$ cat src/rtl/pipe_ctrl_pkg.sv
// Shared encodings for the pipeline controller: FSM states, next-PC select codes
// and the default memory-wait timeout.
package pipe_ctrl_pkg;

    typedef enum logic [1:0] {
        StRun     = 2'd0,
        StMemWait = 2'd1,
        StExc     = 2'd2
    } state_e;

    localparam logic [1:0] SEL_SEQ = 2'd0;
    localparam logic [1:0] SEL_BR  = 2'd1;
    localparam logic [1:0] SEL_EXC = 2'd2;

    localparam int unsigned TIMEOUT_DEFAULT = 255;

endpackage

$ cat src/rtl/pipe_ctrl_wait_timer.sv
// Memory-wait cycle counter; expired_o flags that the current wait cycle is number Limit.
module wait_timer #(
    parameter int unsigned Limit = 255
) (
    input  logic clk_i,
    input  logic rst_ni,
    input  logic clear_i,
    input  logic incr_i,
    output logic expired_o
);

    localparam int unsigned CntW = (Limit > 1) ? $clog2(Limit) : 1;
    localparam logic [CntW-1:0] LastCnt = CntW'((Limit > 0) ? Limit - 1 : 0);

    logic [CntW-1:0] cnt_q, cnt_d;

    // cnt_q holds the number of wait cycles already completed
    assign expired_o = (cnt_q >= LastCnt);

    always_comb begin
        cnt_d = cnt_q;
        if (clear_i) begin
            cnt_d = '0;
        end else if (incr_i && !expired_o) begin
            cnt_d = cnt_q + 1'b1;
        end
    end

    always_ff @(posedge clk_i or negedge rst_ni) begin
        if (!rst_ni) begin
            cnt_q <= '0;
        end else begin
            cnt_q <= cnt_d;
        end
    end

endmodule

$ cat src/rtl/pipe_ctrl.sv
// Pipeline hazard/stall controller: load-use interlock, branch and exception flushes,
// memory-wait stalls with timeout, and a saturating stall-cycle counter.
module pipe_ctrl
    import pipe_ctrl_pkg::*;
#(
    parameter int unsigned TIMEOUT = TIMEOUT_DEFAULT,
    parameter int unsigned CNT_W   = 16
) (
    input  logic             clk_i,
    input  logic             rst_ni,
    input  logic [4:0]       id_rs_i,
    input  logic [4:0]       id_rt_i,
    input  logic             ex_memread_i,
    input  logic [4:0]       ex_wraddr_i,
    input  logic             br_taken_i,
    input  logic             mem_req_i,
    input  logic             mem_ready_i,
    input  logic             exc_req_i,
    output logic             pc_en_o,
    output logic             ifid_en_o,
    output logic             idex_en_o,
    output logic             exmem_en_o,
    output logic             memwb_en_o,
    output logic             ifid_flush_o,
    output logic             idex_flush_o,
    output logic             exmem_flush_o,
    output logic [1:0]       pc_sel_o,
    output logic             bus_err_o,
    output logic [CNT_W-1:0] stall_cnt_o,
    output logic [1:0]       state_o
);

    state_e           state_q, state_d;
    logic [CNT_W-1:0] stall_cnt_q, stall_cnt_d;
    logic             tmr_clear, tmr_incr, tmr_expired;
    logic             load_use;

    wait_timer #(
        .Limit (TIMEOUT)
    ) u_wait_timer (
        .clk_i     (clk_i),
        .rst_ni    (rst_ni),
        .clear_i   (tmr_clear),
        .incr_i    (tmr_incr),
        .expired_o (tmr_expired)
    );

    assign load_use = ex_memread_i && (ex_wraddr_i != 5'd0) &&
                      ((ex_wraddr_i == id_rs_i) || (ex_wraddr_i == id_rt_i));

    always_comb begin
        state_d       = state_q;
        pc_en_o       = 1'b1;
        ifid_en_o     = 1'b1;
        idex_en_o     = 1'b1;
        exmem_en_o    = 1'b1;
        memwb_en_o    = 1'b1;
        ifid_flush_o  = 1'b0;
        idex_flush_o  = 1'b0;
        exmem_flush_o = 1'b0;
        pc_sel_o      = SEL_SEQ;
        bus_err_o     = 1'b0;
        tmr_clear     = 1'b1;
        tmr_incr      = 1'b0;

        case (state_q)
            StRun: begin
                if (exc_req_i) begin
                    pc_sel_o      = SEL_EXC;
                    ifid_flush_o  = 1'b1;
                    idex_flush_o  = 1'b1;
                    exmem_flush_o = 1'b1;
                    state_d       = StExc;
                end else if (mem_req_i && !mem_ready_i) begin
                    {pc_en_o, ifid_en_o, idex_en_o, exmem_en_o, memwb_en_o} = '0;
                    tmr_clear = 1'b0;
                    tmr_incr  = 1'b1;
                    state_d   = StMemWait;
                end else if (br_taken_i) begin
                    pc_sel_o     = SEL_BR;
                    ifid_flush_o = 1'b1;
                    idex_flush_o = 1'b1;
                end else if (load_use) begin
                    pc_en_o      = 1'b0;
                    ifid_en_o    = 1'b0;
                    idex_flush_o = 1'b1;
                end
            end
            StMemWait: begin
                if (mem_ready_i) begin
                    state_d = StRun;
                end else if (tmr_expired) begin
                    bus_err_o     = 1'b1;
                    pc_sel_o      = SEL_EXC;
                    ifid_flush_o  = 1'b1;
                    idex_flush_o  = 1'b1;
                    exmem_flush_o = 1'b1;
                    state_d       = StExc;
                end else begin
                    {pc_en_o, ifid_en_o, idex_en_o, exmem_en_o, memwb_en_o} = '0;
                    tmr_clear = 1'b0;
                    tmr_incr  = 1'b1;
                end
            end
            StExc: begin
                idex_flush_o  = 1'b1;
                exmem_flush_o = 1'b1;
                state_d       = StRun;
            end
            default: state_d = StRun;
        endcase

        // Outputs are forced quiet for as long as reset is held, not just at the edge
        if (!rst_ni) begin
            {pc_en_o, ifid_en_o, idex_en_o, exmem_en_o, memwb_en_o} = '0;
            {ifid_flush_o, idex_flush_o, exmem_flush_o}             = '0;
            pc_sel_o  = SEL_SEQ;
            bus_err_o = 1'b0;
        end
    end

    always_comb begin
        stall_cnt_d = stall_cnt_q;
        if (!pc_en_o && (stall_cnt_q != '1)) begin
            stall_cnt_d = stall_cnt_q + 1'b1;
        end
    end

    always_ff @(posedge clk_i or negedge rst_ni) begin
        if (!rst_ni) begin
            state_q     <= StRun;
            stall_cnt_q <= '0;
        end else begin
            state_q     <= state_d;
            stall_cnt_q <= stall_cnt_d;
        end
    end

    assign stall_cnt_o = stall_cnt_q;
    assign state_o     = state_q;

endmodule

$ cat config.mk
export PLATFORM = sky130hd
export DESIGN_NAME = pipe_ctrl
export DESIGN_NICKNAME = d
export VERILOG_FILES = /design/src/rtl/pipe_ctrl_pkg.sv /design/src/rtl/pipe_ctrl_wait_timer.sv /design/src/rtl/pipe_ctrl.sv
export SDC_FILE = /design/constraint.sdc
export NUM_CORES = 1
export LEC_CHECK = 0
export ABC_AREA = 1
export CORE_MARGIN = 4
export CORE_UTILIZATION = 48
export CTS_BUF_LIST = sky130_fd_sc_hd__clkbuf_16
export CTS_CLUSTER_SIZE = 12
export DETAILED_ROUTE_END_ITERATION = 10
export HOLD_SLACK_MARGIN = 0.12
export PLACE_DENSITY_LB_ADDON = 0.12
export SKIP_CTS_REPAIR_TIMING = 1
export SYNTH_ARGS = -nofsm -noshare
export SYNTH_HDL_FRONTEND = slang
export SYNTH_SLANG_ARGS = --single-unit
$ cat constraint.sdc
create_clock -name clk_i -period 2.9 [get_ports clk_i]
set_input_delay 0.87 -clock clk_i [delete_from_list [all_inputs] [get_ports clk_i]]
set_output_delay 0.87 -clock clk_i [all_outputs]
set_load 0.01 [all_outputs]
==> run_results.csv, run 1 <==
group,metric,value,unit
drt,drt-pass1-iter-count,4,
sta,tns,0,ns
worst_setup_path,cp_slowest_cell,"clkdlybuf4s50_1",
hold_path,hold_path.class,"flip-flop to flip-flop",
floorplan,fp.dieH,70.1,µm
pwr,clock_power_share,33.7,%
worst_setup_path,critPathKind,"input pin to primary output",
logic_synthesis,yosysWarnings,0,
sta,max_freq,345,MHz
global_route,grt_pass1_vias,1796,
placement,detailed_place_hpwl,3.37,mm
drt,wl,4.76,mm
clock_tree,clk_path_buf_depth,2,
worst_setup_path,reg2reg_slack,0.85,ns
logic_synthesis,ys_seq_elements,26,
floorplan,core-area,3690,µm²
drt,drcViolationCount,0,
logic_synthesis,netlist_area,1850,µm²
floorplan,start_util,50.1,%
pwr,comb_power_share,28.2,%
cells_and_area,layout-drive-gt1-share,12.7,%
worst_setup_path,path_cells,"clkdlybuf4s50_1, nand2_2, nand2_2, inv_1, nor2_2, o21ai_1, nand3_1, nand3_1, clkbuf_2",
logic_synthesis,avgSynthCellArea,6.90,µm²
hold_path,min_path_cells,1,
drt,drt_iter0_drc,180,
pwr,internal_power,0.841,mW
drt,vias,1916,
worst_setup_path,cpLargestDelayFamily,"buffers and inverters",
global_route,grt_pass1_wl,7.67,mm
sta,final_max_slew_viol_count,0,
pwr,power_density,448,nW/µm²
logic_synthesis,yosysSeqAreaShare,35.2,%
sta,worst_pin_slew,0.402,ns
pwr,switching_share,29.0,%
floorplan,rows,22,
global_route,grt_max_degree,26,
worst_setup_path,cp-end-kind,"primary output",
floorplan,dieArea,4910,µm²
clock_tree,clock_sinks,26,
sta,final-hold-violation-count,0,
placement,gp_congestion,0.851,
worst_setup_path,crit_fanout,3,
logic_synthesis,synthTopCellsByArea,"dfrtp_1 (35%), nand2_1 (18%), nand3_1 (8.4%)",
worst_setup_path,cpPeakStageDelay,0.47,ns
worst_setup_path,cp-start-kind,"input pin",
cells_and_area,syn_to_final_growth,43.1,%
placement,placed_area,2450,µm²
flow_run,drv_cap,0,
pwr,switchingPower,0.344,mW
sta,setup_ws,0.00560,ns
pwr,vdd_ir_drop_max,378,µV
floorplan,io-pin-count,51,
cells_and_area,utilization,71.7,%
cells_and_area,antenna_cells,0,
worst_setup_path,critPathRequiredTime,2.03,ns
clock_tree,clk_latency,0.26,ns
cells_and_area,fin_nets,356,
sta,relSlewSlack,72.9,%
sta,fin_skew,0.00438,ns
placement,io_buffers,50,
placement,pre_cts_ws,-0.690,ns
clock_tree,clkTransAtPathRegs,0.07,ns
global_route,grtUsageTotal,18.7,%
pwr,total_power,1.19,mW
cells_and_area,fin_area,2640,µm²
pwr,power_frac_seq,38.0,%
sta,setup_viol,0,
floorplan,fp.dieW,70.1,µm
worst_setup_path,cp.arrival,2.02,ns
drt,wl_per_cell,12.6,µm
worst_setup_path,path_buf_inv,3,
sta,rsz0062_at_grt,"yes",
drt,ant_nets,0,
global_route,gr-total-overflow,0,
pwr,p_leak,1.55,nW
worst_setup_path,path_depth,9,
clock_tree,cts_tree,"done",
run_status,status,"finished clean",
clock_tree,cts_max_level,1,
logic_synthesis,synth_area_leader_cell,"dfrtp_1",
logic_synthesis,synth_top_area_share,35.2,%
global_route,antenna_found_initial,0,
logic_synthesis,syn_nets,293,
sta,fin_crit_sh,99.8,%
logic_synthesis,ys_types,28,
sta,period_minus_slack,2.89,ns
logic_synthesis,synth_cells,268,
worst_setup_path,reg2reg_depth,9,
clock_tree,clockRootBuffer,"clkbuf_16",
clock_tree,cts_buffers,3,
drt,vias_per_cell,5.07,
## synthesized netlist by cell type
| cell | n |
|---|---|
| or2_2 | 1 |
| inv_2 | 1 |
| xor2_1 | 9 |
| buf_6 | 1 |
| a41oi_1 | 1 |
| a31oi_1 | 2 |
| nand2_2 | 3 |
| nand2_1 | 89 |
| o31ai_1 | 1 |
| nand4_1 | 4 |
| buf_4 | 3 |
| nand2_4 | 1 |
| nand3_1 | 31 |
| a21oi_1 | 5 |
| inv_1 | 38 |
| xnor2_1 | 8 |
| nor3_2 | 1 |
| nor4_1 | 3 |
| nor2_4 | 1 |
| dfrtp_1 | 26 |
| ha_1 | 3 |
| buf_2 | 2 |
| nor3_1 | 7 |
| o21ai_0 | 5 |
| nand4_4 | 1 |
| nor2_1 | 19 |
| nor3_4 | 1 |
| o21a_1 | 1 |
## metal layers
metal | GRT usage (%) | up-vias | wire length, µm
met5 | 0 | - | 0
met4 | 4.04 | 0 | 34
met3 | 3.31 | 5 | 241
met2 | 31.7 | 50 | 2390
met1 | 24.8 | 895 | 2100
li1 | - | 966 | -
## final timing paths
kind,startpoint,endpoint
max,mem_req_i,idex_flush_o
min reg2reg,u_wait_timer.cnt_q[2],u_wait_timer.cnt_q[2]
max reg2reg,stall_cnt_o[0],stall_cnt_o[6]
max in group asynchronous,rst_ni,stall_cnt_o[2]
min in group asynchronous,rst_ni,state_o[1]
min,u_wait_timer.cnt_q[2],u_wait_timer.cnt_q[2]
## flip-flops by register name (all words and copies together) (netlist names)
register            flops
stall_cnt_o            16
u_wait_timer.cnt_q      8
state_o                 2
## layout make-up
class	count	area, µm²
Fill cell	303	1040
Multi-Input combinational cell	197	1030
Timing Repair Buffer	64	652
Sequential cell	26	651
Inverter	39	146
Clock buffer	3	75.1
Tap cell	48	60.1
Clock inverter	1	30.0
## layout by cell type, fill, tap and decap left out, types with 3 or more instances in the layout
cell type,Yosys,final
nor4_1,3,3
dlymetal6s2s_1,0,24
dfrtp_1,26,26
buf_4,3,14
clkdlybuf4s50_1,0,22
nor2_2,0,3
xnor2_1,8,8
nand4_1,4,4
nor3_1,7,6
xor2_1,9,9
inv_1,38,35
nor2_1,19,16
o21ai_0,5,3
inv_2,1,4
ha_1,3,3
nand3_1,31,31
nand2_1,89,87
a21oi_1,5,5
clkbuf_16,0,3
nand2_2,3,5
## kinds of logic (layout without fill, tap and decap cells)
group,count (synthesis),in the layout,synth area share (%)
compound gates,15,15,4.67
xor+xnor,17,17,8.06
fa+ha+maj,3,3,2.03
buf+inv,45,107,10.3
flops,26,26,35.2
simple gates,162,162,39.7
## power groups by stage
stage	logic, mW	clock network, mW	registers (mW)
6_report	0.335	0.400	0.451
5_1_grt	0.372	0.418	0.458
4_1_cts	0.340	0.405	0.450
3_5_place_dp	0.336	0	0.456
3_3_place_gp	0.334	0	0.455
2_1_floorplan	0.157	0	0.463
## per-stage QoR
step	hold WS, ns	std cells
4_1_cts	0.502	375
6_report	0.512	378
2_1_floorplan	0.465	268
3_5_place_dp	0.492	371
5_1_grt	0.525	378
3_3_place_gp	0.487	371
(Power assumes the default switching activity.)
==> run 2, diff against run 1 <==
- RECOVER_POWER: unset -> 25
==> run_results.csv, run 2 (synthesis gave the netlist of run 1 again) <==
group,metric,value,unit
placement,pre_cts_ws,-0.690,ns
global_route,use_met2,31.7,%
global_route,grtUsageMet1,24.8,%
drt,ant_nets,0,
drt,vias_per_cell,5.07,
worst_setup_path,critPathKind,"input pin to primary output",
clock_tree,cts_max_level,1,
sta,period_minus_slack,2.89,ns
sta,setup_viol,0,
drt,wl_per_cell,12.6,µm
global_route,grtUsageTotal,18.7,%
global_route,antenna_found_initial,0,
sta,fin_skew,0.00454,ns
clock_tree,clk_latency,0.26,ns
cells_and_area,n_fill_cell,304,
placement,io_buffers,50,
sta,rsz0062_at_grt,"yes",
floorplan,fp.dieW,70.1,µm
clock_tree,clkTransAtPathRegs,0.07,ns
clock_tree,cts_tree,"done",
cells_and_area,multiInputGateArea,1030,µm²
cells_and_area,largest_reg_flops,16,
cells_and_area,register_area,651,µm²
floorplan,fp.dieH,70.1,µm
sta,final-hold-violation-count,0,
pwr,power_density,449,nW/µm²
worst_setup_path,crit_fanout,3,
global_route,grt_max_degree,26,
floorplan,start_util,50.1,%
global_route,top_usage_layer,"met2",
worst_setup_path,critPathRequiredTime,2.03,ns
cells_and_area,antenna_cells,0,
floorplan,rows,22,
clock_tree,clockRootBuffer,"clkbuf_16",
sta,max_freq,346,MHz
pwr,total_power,1.18,mW
drt,drt_iter0_drc,191,
drt,wl,4.77,mm
global_route,gr-total-overflow,0,
global_route,grt_pass1_vias,1796,
drt,vias,1915,
clock_tree,clock_sinks,26,
sta,worst_pin_slew,1.38,ns
sta,setup_ws,0.00565,ns
worst_setup_path,cp-end-kind,"primary output",
pwr,vdd_ir_drop_max,378,µV
placement,gp_congestion,0.851,
cells_and_area,syn_to_final_growth,42.7,%
global_route,use_met3,3.31,%
drt,drcViolationCount,0,
sta,fin_crit_sh,99.8,%
floorplan,core-area,3690,µm²
placement,dp.cells,371,
floorplan,io-pin-count,51,
cells_and_area,fin_area,2640,µm²
cells_and_area,final_common_cell,"nand2_1",
hold_path,hold_path.class,"flip-flop to flip-flop",
sta,final_max_slew_viol_count,0,
worst_setup_path,cp-start-kind,"input pin",
flow_run,drv_cap,0,
sta,relSlewSlack,8.13,%
worst_setup_path,cp.arrival,2.02,ns
global_route,grt_pass1_wl,7.67,mm
clock_tree,cts_buffers,3,
placement,placed_area,2450,µm²
cells_and_area,fin_cells,378,
cells_and_area,fin_nets,356,
pwr,p_leak,1.54,nW
sta,holdWs,0.511,ns
floorplan,dieArea,4910,µm²
clock_tree,clk_path_buf_depth,2,
cells_and_area,mostFrequentLayoutCells,"nand2_1 (87), inv_1 (35), nand3_1 (31)",
cells_and_area,layout-drive-gt1-share,12.4,%
placement,detailed_place_hpwl,3.37,mm
drt,drt-pass1-iter-count,4,
run_status,status,"finished clean",
run 2: cell count changes in the layout (fill, tap and decap cells not counted), sizes merged:
cell	before	now
clkdlybuf4s25	0	1
dlymetal6s2s	24	23
clkbuf	5	6
buf	16	15
run 2: worst max-delay path, cell delays in order:
cell,delay [ns]
clkdlybuf4s50_1,0.47
nand2_2,0.08
nand2_2,0.08
inv_1,0.06
nor2_2,0.11
o21ai_1,0.08
nand3_1,0.08
nand3_1,0.07
clkbuf_2,0.13
run 2: final timing paths:
| check | from | to | slack, ns | cells past startpoint |
|---|---|---|---|---|
| max | mem_req_i | idex_flush_o | 0.006 | 9 |
| min | u_wait_timer.cnt_q[2] | u_wait_timer.cnt_q[2] | 0.51 | 1 |
| max reg2reg | stall_cnt_o[0] | stall_cnt_o[6] | 0.85 | 9 |
| min reg2reg | u_wait_timer.cnt_q[2] | u_wait_timer.cnt_q[2] | 0.51 | 1 |
| max in group asynchronous | rst_ni | stall_cnt_o[2] | 0.73 | 3 |
| min in group asynchronous | rst_ni | state_o[1] | 0.70 | 2 |
run 2: layer usage:
metal  routed length, µm  share of wire, %  up-vias
met5                   0                 0        -
met2                2410                50       49
li1                    -                 -      966
met1                2090                44      895
met4                  34              0.71        0
met3                 241               5.1        5
run 2: cell type report:
cell class | instances | share of cell area (%)
clock buffers | 3 | 2.85
clock inverters | 1 | 1.14
inverters | 39 | 5.55
multi-input cells | 197 | 39.0
flip-flops and latches | 26 | 24.7
well taps | 48 | 2.28
repair buffers | 64 | 24.5
run 2: report_power, final:
group	switching (mW)	internal (mW)	total [mW]
clock	0.125	0.275	0.400
combinational	0.169	0.165	0.334
sequential	0.0506	0.400	0.451
run 2: through the flow:
step,utilization (%),TNS (ns)
after global routing,71.5,-0.114
after floorplan,-,0
after CTS,69.2,-5.17
final,71.5,0
after detailed placement,66.4,-5.11
after global placement,66.4,-4.92
